File: src/rtl/pipe_stage_reg.sv
// Inter-stage pipeline register with valid/ready handshake, optional skid entry,
// synchronous flush and a saturating backpressure counter.
module pipe_stage_reg #(
  parameter int DATA_W  = 96,
  parameter bit SKID_EN = 1'b1,
  parameter int CNT_W   = 16
) (
  input  logic              clk,
  input  logic              reset,
  input  logic              flush,
  input  logic              in_valid,
  output logic              in_ready,
  input  logic [DATA_W-1:0] in_data,
  output logic              out_valid,
  input  logic              out_ready,
  output logic [DATA_W-1:0] out_data,
  output logic [CNT_W-1:0]  stall_cycles
);

  typedef enum logic [1:0] {EMPTY = 2'd0, FULL = 2'd1, SKID = 2'd2} state_t;

  state_t            state;
  logic [DATA_W-1:0] main_data;
  logic              in_fire, out_fire;

  // Outputs are pure decodes of flops, so nothing downstream sees an input path.
  assign out_valid = (state != EMPTY);
  assign out_data  = main_data;
  assign in_fire   = in_valid && in_ready;
  assign out_fire  = out_valid && out_ready;

  generate
    if (SKID_EN) begin : g_skid
      logic [DATA_W-1:0] skid_data;

      // Ready drops one cycle after backpressure; the skid entry catches the in-flight word.
      assign in_ready = (state != SKID);

      always_ff @(posedge clk) begin
        if (reset || flush) begin
          state     <= EMPTY;
          main_data <= '0;
          skid_data <= '0;
        end else begin
          case (state)
            EMPTY: if (in_fire) begin
              state     <= FULL;
              main_data <= in_data;
            end
            FULL: begin
              if (in_fire && out_fire) begin
                main_data <= in_data;
              end else if (in_fire) begin
                state     <= SKID;
                skid_data <= in_data;
              end else if (out_fire) begin
                state <= EMPTY;
              end
            end
            SKID: if (out_fire) begin
              state     <= FULL;
              main_data <= skid_data;
            end
            default: state <= EMPTY;
          endcase
        end
      end
    end else begin : g_noskid
      assign in_ready = (state == EMPTY) || out_ready;

      always_ff @(posedge clk) begin
        if (reset || flush) begin
          state     <= EMPTY;
          main_data <= '0;
        end else if (in_fire) begin
          state     <= FULL;
          main_data <= in_data;
        end else if (out_fire) begin
          state <= EMPTY;
        end
      end
    end
  endgenerate

  // Flush deliberately leaves the counter alone; only reset clears it.
  always_ff @(posedge clk) begin
    if (reset)
      stall_cycles <= '0;
    else if (out_valid && !out_ready && (stall_cycles != {CNT_W{1'b1}}))
      stall_cycles <= stall_cycles + CNT_W'(1);
  end

endmodule
File: config.mk
export PLATFORM = sky130hd
export DESIGN_NAME = pipe_stage_reg
export DESIGN_NICKNAME = d
export VERILOG_FILES = /design/src/rtl/pipe_stage_reg.sv
export SDC_FILE = /design/constraint.sdc
export NUM_CORES = 1
export LEC_CHECK = 0
export CORE_ASPECT_RATIO = 0.5
export CORE_MARGIN = 4
export CORE_UTILIZATION = 44
export DETAILED_ROUTE_END_ITERATION = 6
export PLACE_DENSITY = 0.76
export SYNTH_ARGS = -nofsm -noshare
export SYNTH_HDL_FRONTEND = slang
export SYNTH_SLANG_ARGS = --single-unit
File: constraint.sdc
create_clock -name clk -period 1.6 [get_ports clk]
set_clock_uncertainty 0.05 [all_clocks]
set_input_delay 0.48 -clock clk [delete_from_list [all_inputs] [get_ports clk]]
set_output_delay 0.48 -clock clk [all_outputs]
set_load 0.05 [all_outputs]
Word-level counts from Yosys, hierarchy flattened
Index checks and enable logic that the tools add are counted.
W data, S select, Z words.
{ "totals": {"register_bits": 210, "output_inout_bits": 114, "word_cells": 38} }
{ "classes": {"n_addsub": 1, "n_eq_ne": 9, "n_mux": 10, "bitwise": 1, "n_reduce_logical": 13} }
{ "op_table": {"columns": ["operator", "n"], "rows": [
  ["$mux W96", 3],
  ["$pmux W96 S3", 1],
  ["$add A16 B1 Y16 const B", 1],
  ["$ne A16 B16 Y1 const B", 1],
  ["$mux W2", 5],
  ["$ne A2 B2 Y1 const B", 5],
  ["$reduce_and A4 Y1", 2],
  ["$pmux W2 S3", 1],
  ["$logic_and A1 B1 Y1", 5],
  ["$ne A3 B3 Y1 const B", 1],
  ["$reduce_and A3 Y1", 1],
  ["$reduce_bool A3 Y1", 1],
  ["$eq A2 B1 Y1 const B", 1],
  ["$eq A2 B2 Y1 const B", 1],
  ["$logic_not A2 Y1", 1],
  ["$reduce_bool A2 Y1", 1],
  ["$logic_not A1 Y1", 1],
  ["$logic_or A1 B1 Y1", 1],
  ["$not A1 Y1", 1]
]} }

Depth between registers and ports, before layout
{ "depth": {"ltp_word": 6, "mapped_depth": 8, "ltp_nobuf": 5} }

Worst setup path before layout
No wires, ideal clock.
{ "synth_path": {"kind": "register to register", "startpoint": "register stall_cycles[0]", "endpoint": "register stall_cycles[10]", "setup_ps": 121, "arrival_ps": 1925, "required_ps": 1429, "path_slack_ps": -496, "path_stages_with_launch": 6, "path_buffers": 0, "period_less_slack_ps": 2096, "path_cell_list": "dfxtp_1 -> ha_1 -> nand3_1 -> nand2b_4 -> nor4_1 -> mux2_2"} }
{ "synth_via": {"elab_chain_len": 2, "word_cells_on_any_way": 3} }
{ "synth_rtl": {"columns": ["item", "line", "source"], "rows": [
  ["from (decl)", "17", "output logic [CNT_W-1:0] stall_cycles"],
  ["from (signal assigned)", "90", "stall_cycles <= stall_cycles + CNT_W'(1);"],
  ["parallel branches: the longest is 2 deep, another holds $add A16 B1 Y16", null, null]
]} }
Parallel ways; which one is timed is not known.
A chain may end at the register's enable or synchronous reset.

Worst setup path in the final report
{ "layout_path": {"startpoint": "register state[1]", "endpoint": "output port out_valid"} }
{ "layout_via": {"elab_chain_len": 1} }
{ "layout_rtl": {"columns": ["item", "line", "source"], "rows": [
  ["from (decl)", "22", "state_t state;"],
  ["from (signal assigned)", "41", "state <= EMPTY;"],
  ["from (signal assigned)", "47", "state <= FULL;"],
  ["from (signal assigned)", "54", "state <= SKID;"],
  ["$reduce_bool A2 Y1", "27", "assign out_valid = (state != EMPTY);"],
  ["to (decl)", "14", "output logic out_valid,"]
]} }
No other way between the ends.

==> reports/metrics.yaml <==
pwr:
  p_int_mw: 9.34
  power_frac_comb_pct: 20.4
  power_density_nw_per_um2: 832
  p_total_mw: 12.8
  p_leak_nw: 6.19
  switching_share_pct: 27.0
  ir_drop_mv: 0.802
  switchingPower_mw: 3.45
  seqPwrFrac_pct: 42.9
  p_clk_share_pct: 36.7
worst_setup_path:
  crit_path_start_kind: "register"
  cp_max_fo: 2
  crit_required_ns: 1.07
  crit_type: "reg -> out"
  critPathArrivalTime_ns: 1.35
  end_kind: "primary output"
floorplan:
  die_w_um: 204
  dieArea_um2: 21600
  ios: 215
  rows: 35
  start_util_pct: 45.4
  fp.dieH_um: 106
  core_area_um2: 18600
timing:
  rsz0062_at_grt: "yes"
  relSlewSlack_pct: 72.0
  setup_violations: 120
  fin_crit_ns: 1.88
  period_share_pct: 117
  hold_viol: 0
  setup_ws_ns: -0.276
  tightestPinTransition_ns: 0.420
  fmax_ghz: 0.533
  slew_violations: 0
global_route:
  grt_pass1_vias: 8618
  grt_use_met3_pct: 4.21
  grtUsageTotal_pct: 26.6
  gr-usage-met1_pct: 32.7
  globalRouteOverflowTotal: 0
  antenna_found_initial: 1
  grt-busiest-layer: "met2"
  grt_max_degree: 54
  grt.met2_usage_pct: 48.2
  grt_pass1_wl_um: 46700
yosys:
  yosysSeqAreaShare_pct: 49.8
  syn_inst: 960
  ys_warn_count: 0
  synth_nets: 1062
  synthTopCellsByArea: "dfxtp_1 (50%), mux2i_1 (12%), nand2_1 (9.0%)"
  synthFlopType: "dfxtp_1"
  synth_largest_area_cell: "dfxtp_1"
  synth-seq-cells: 210
  async_reset_ff_share_pct: 0
  syn_avg_cell_area_um2: 8.79
  synth_edf_count: 0
  synth_top_cell_area_share_pct: 49.8
  synth_area_um2: 8440
  synth_cell_types: 40
finish:
  area_delta_synth_final_pct: 82.1
  layout-drive-gt1-share_pct: 38.8
  final_area_um2: 15400
  layout_commonest_cell: "nand2_1"
  final_cell_mix: "nand2_1 (201), dfxtp_1 (172), buf_12 (142)"
  fin_cells: 1532
  fin_nets: 1365
placement:
  io_buffer_count: 214
  placed_cells: 1417
  dp_hpwl_um: 17000
  placed_cell_area_um2: 12400
  gp_congestion: 0.802
  dp_worst_setup_slack_ns: -0.645
detailed_routing:
  routed_wl_um: 34600
  vias: 8917
  firstDrtPassIters: 5
  ant_nets: 0
  vias_per_cell: 5.82
  route.detailed.wl_per_inst_um: 22.6
  drc: 0
  drtIter0Drc: 550
outcome:
  violations: "negative setup slack"
  status: "complete, but fails checks"
clocking:
  hold_buffers: 0
  cts_sinks: 210
  cts_max_level: 1
  cts_tree: "built"
  clk_latency_ns: 0.49
  clk_path_buf_depth: 3
  cts_made_buffers: 19
  root_buffer: "clkbuf_16"
  cts.clk_slew.worst_paths_ns: 0.07
min_path:
  hold_class: "reg -> reg"
job:
  cap_violations: 0
[layer usage]
metal	vias to the layer above	part of all wire, %
li1	3943	-
met1	4434	39
met2	429	51
met4	0	4.3
met3	111	6.2
met5	-	0
[cells in the mapped netlist (all sizes together), types with 2 or more instances]
cell type / number
nand2: 202
or2: 3
clkbuf: 35
dfxtp: 210
nor2b: 6
mux2: 3
o31ai: 8
nor4: 5
buf: 45
nand2b: 3
or4: 6
a211oi: 97
o21ai: 5
or3: 5
nand3b: 2
mux2i: 98
nor2: 101
nand4: 4
nand3: 4
a21oi: 109
[final timing paths]
| path | slack [ns] | cells past startpoint | end | from |
|---|---|---|---|---|
| worst min register to register | 0.40 | 2 | g_skid.skid_data[61] | g_skid.skid_data[61] |
| worst max register to register | -0.23 | 10 | out_data[55] | state[1] |
| worst max-delay path | -0.28 | 3 | out_valid | state[1] |
| worst min-delay path | 0.40 | 2 | g_skid.skid_data[61] | g_skid.skid_data[61] |
[per-stage QoR]
| step | util, % | hold slack (ns) | TNS, ns |
|---|---|---|---|
| 4_1_cts | 78.1 | 0.402 | -11.24 |
| 6_report | 82.6 | 0.402 | -8.70 |
| 3_3_place_gp | 66.9 | 0.387 | -98.94 |
| 2_1_floorplan | - | 0.386 | -0.962 |
| 3_5_place_dp | 66.9 | 0.393 | -109.05 |
| 5_1_grt | 82.6 | 0.421 | -14.95 |
[final cells by class]
type                       instances  area [µm²]
antenna                            1        2.50
fill                             933        3240
multi-input combinational        670        4680
sequential                       210        4280
clock inverter                     4        73.8
timing repair buffer             361        5460
inverter                           1        3.75
tap                              259         324
clock buffer                      26         542
[kinds of logic after synthesis]
logic type,count (synthesis),synth area share (%)
mux,101,12.0
compound gates,222,16.4
fa+ha+maj,1,0.148
simple gates,345,17.0
buf+inv,81,4.62
flops,210,49.8
[flip-flops by register name (all words and copies together), names as in the netlist]
name / flops
g_skid.skid_data: 96
out_data: 96
stall_cycles: 16
state: 2
[critical path, stage by stage (launching register included)]
cell	delay (ns)
dfxtp_4	0.35
buf_6	0.11
or2_4	0.24
buf_12	0.15
[power by group through the flow]
| stage | clock network [mW] | logic (mW) | registers [mW] |
|---|---|---|---|
| after floorplan | 0 | 0.482 | 5.92 |
| after global placement | 0 | 1.80 | 5.59 |
| after detailed placement | 0 | 1.84 | 5.60 |
| after CTS | 4.68 | 2.36 | 5.47 |
| after global routing | 4.93 | 2.69 | 5.50 |
| final | 4.70 | 2.60 | 5.49 |
[what timing repair did]
action | CTS | global route
buffers inserted | 40 | 24
pin swaps | 62 | 46
resized for setup | 133 | 156
gates cloned | 20 | 11
setup endpoints to repair | 135 | 238
No activity file was read; power rests on OpenSTA's default activity.
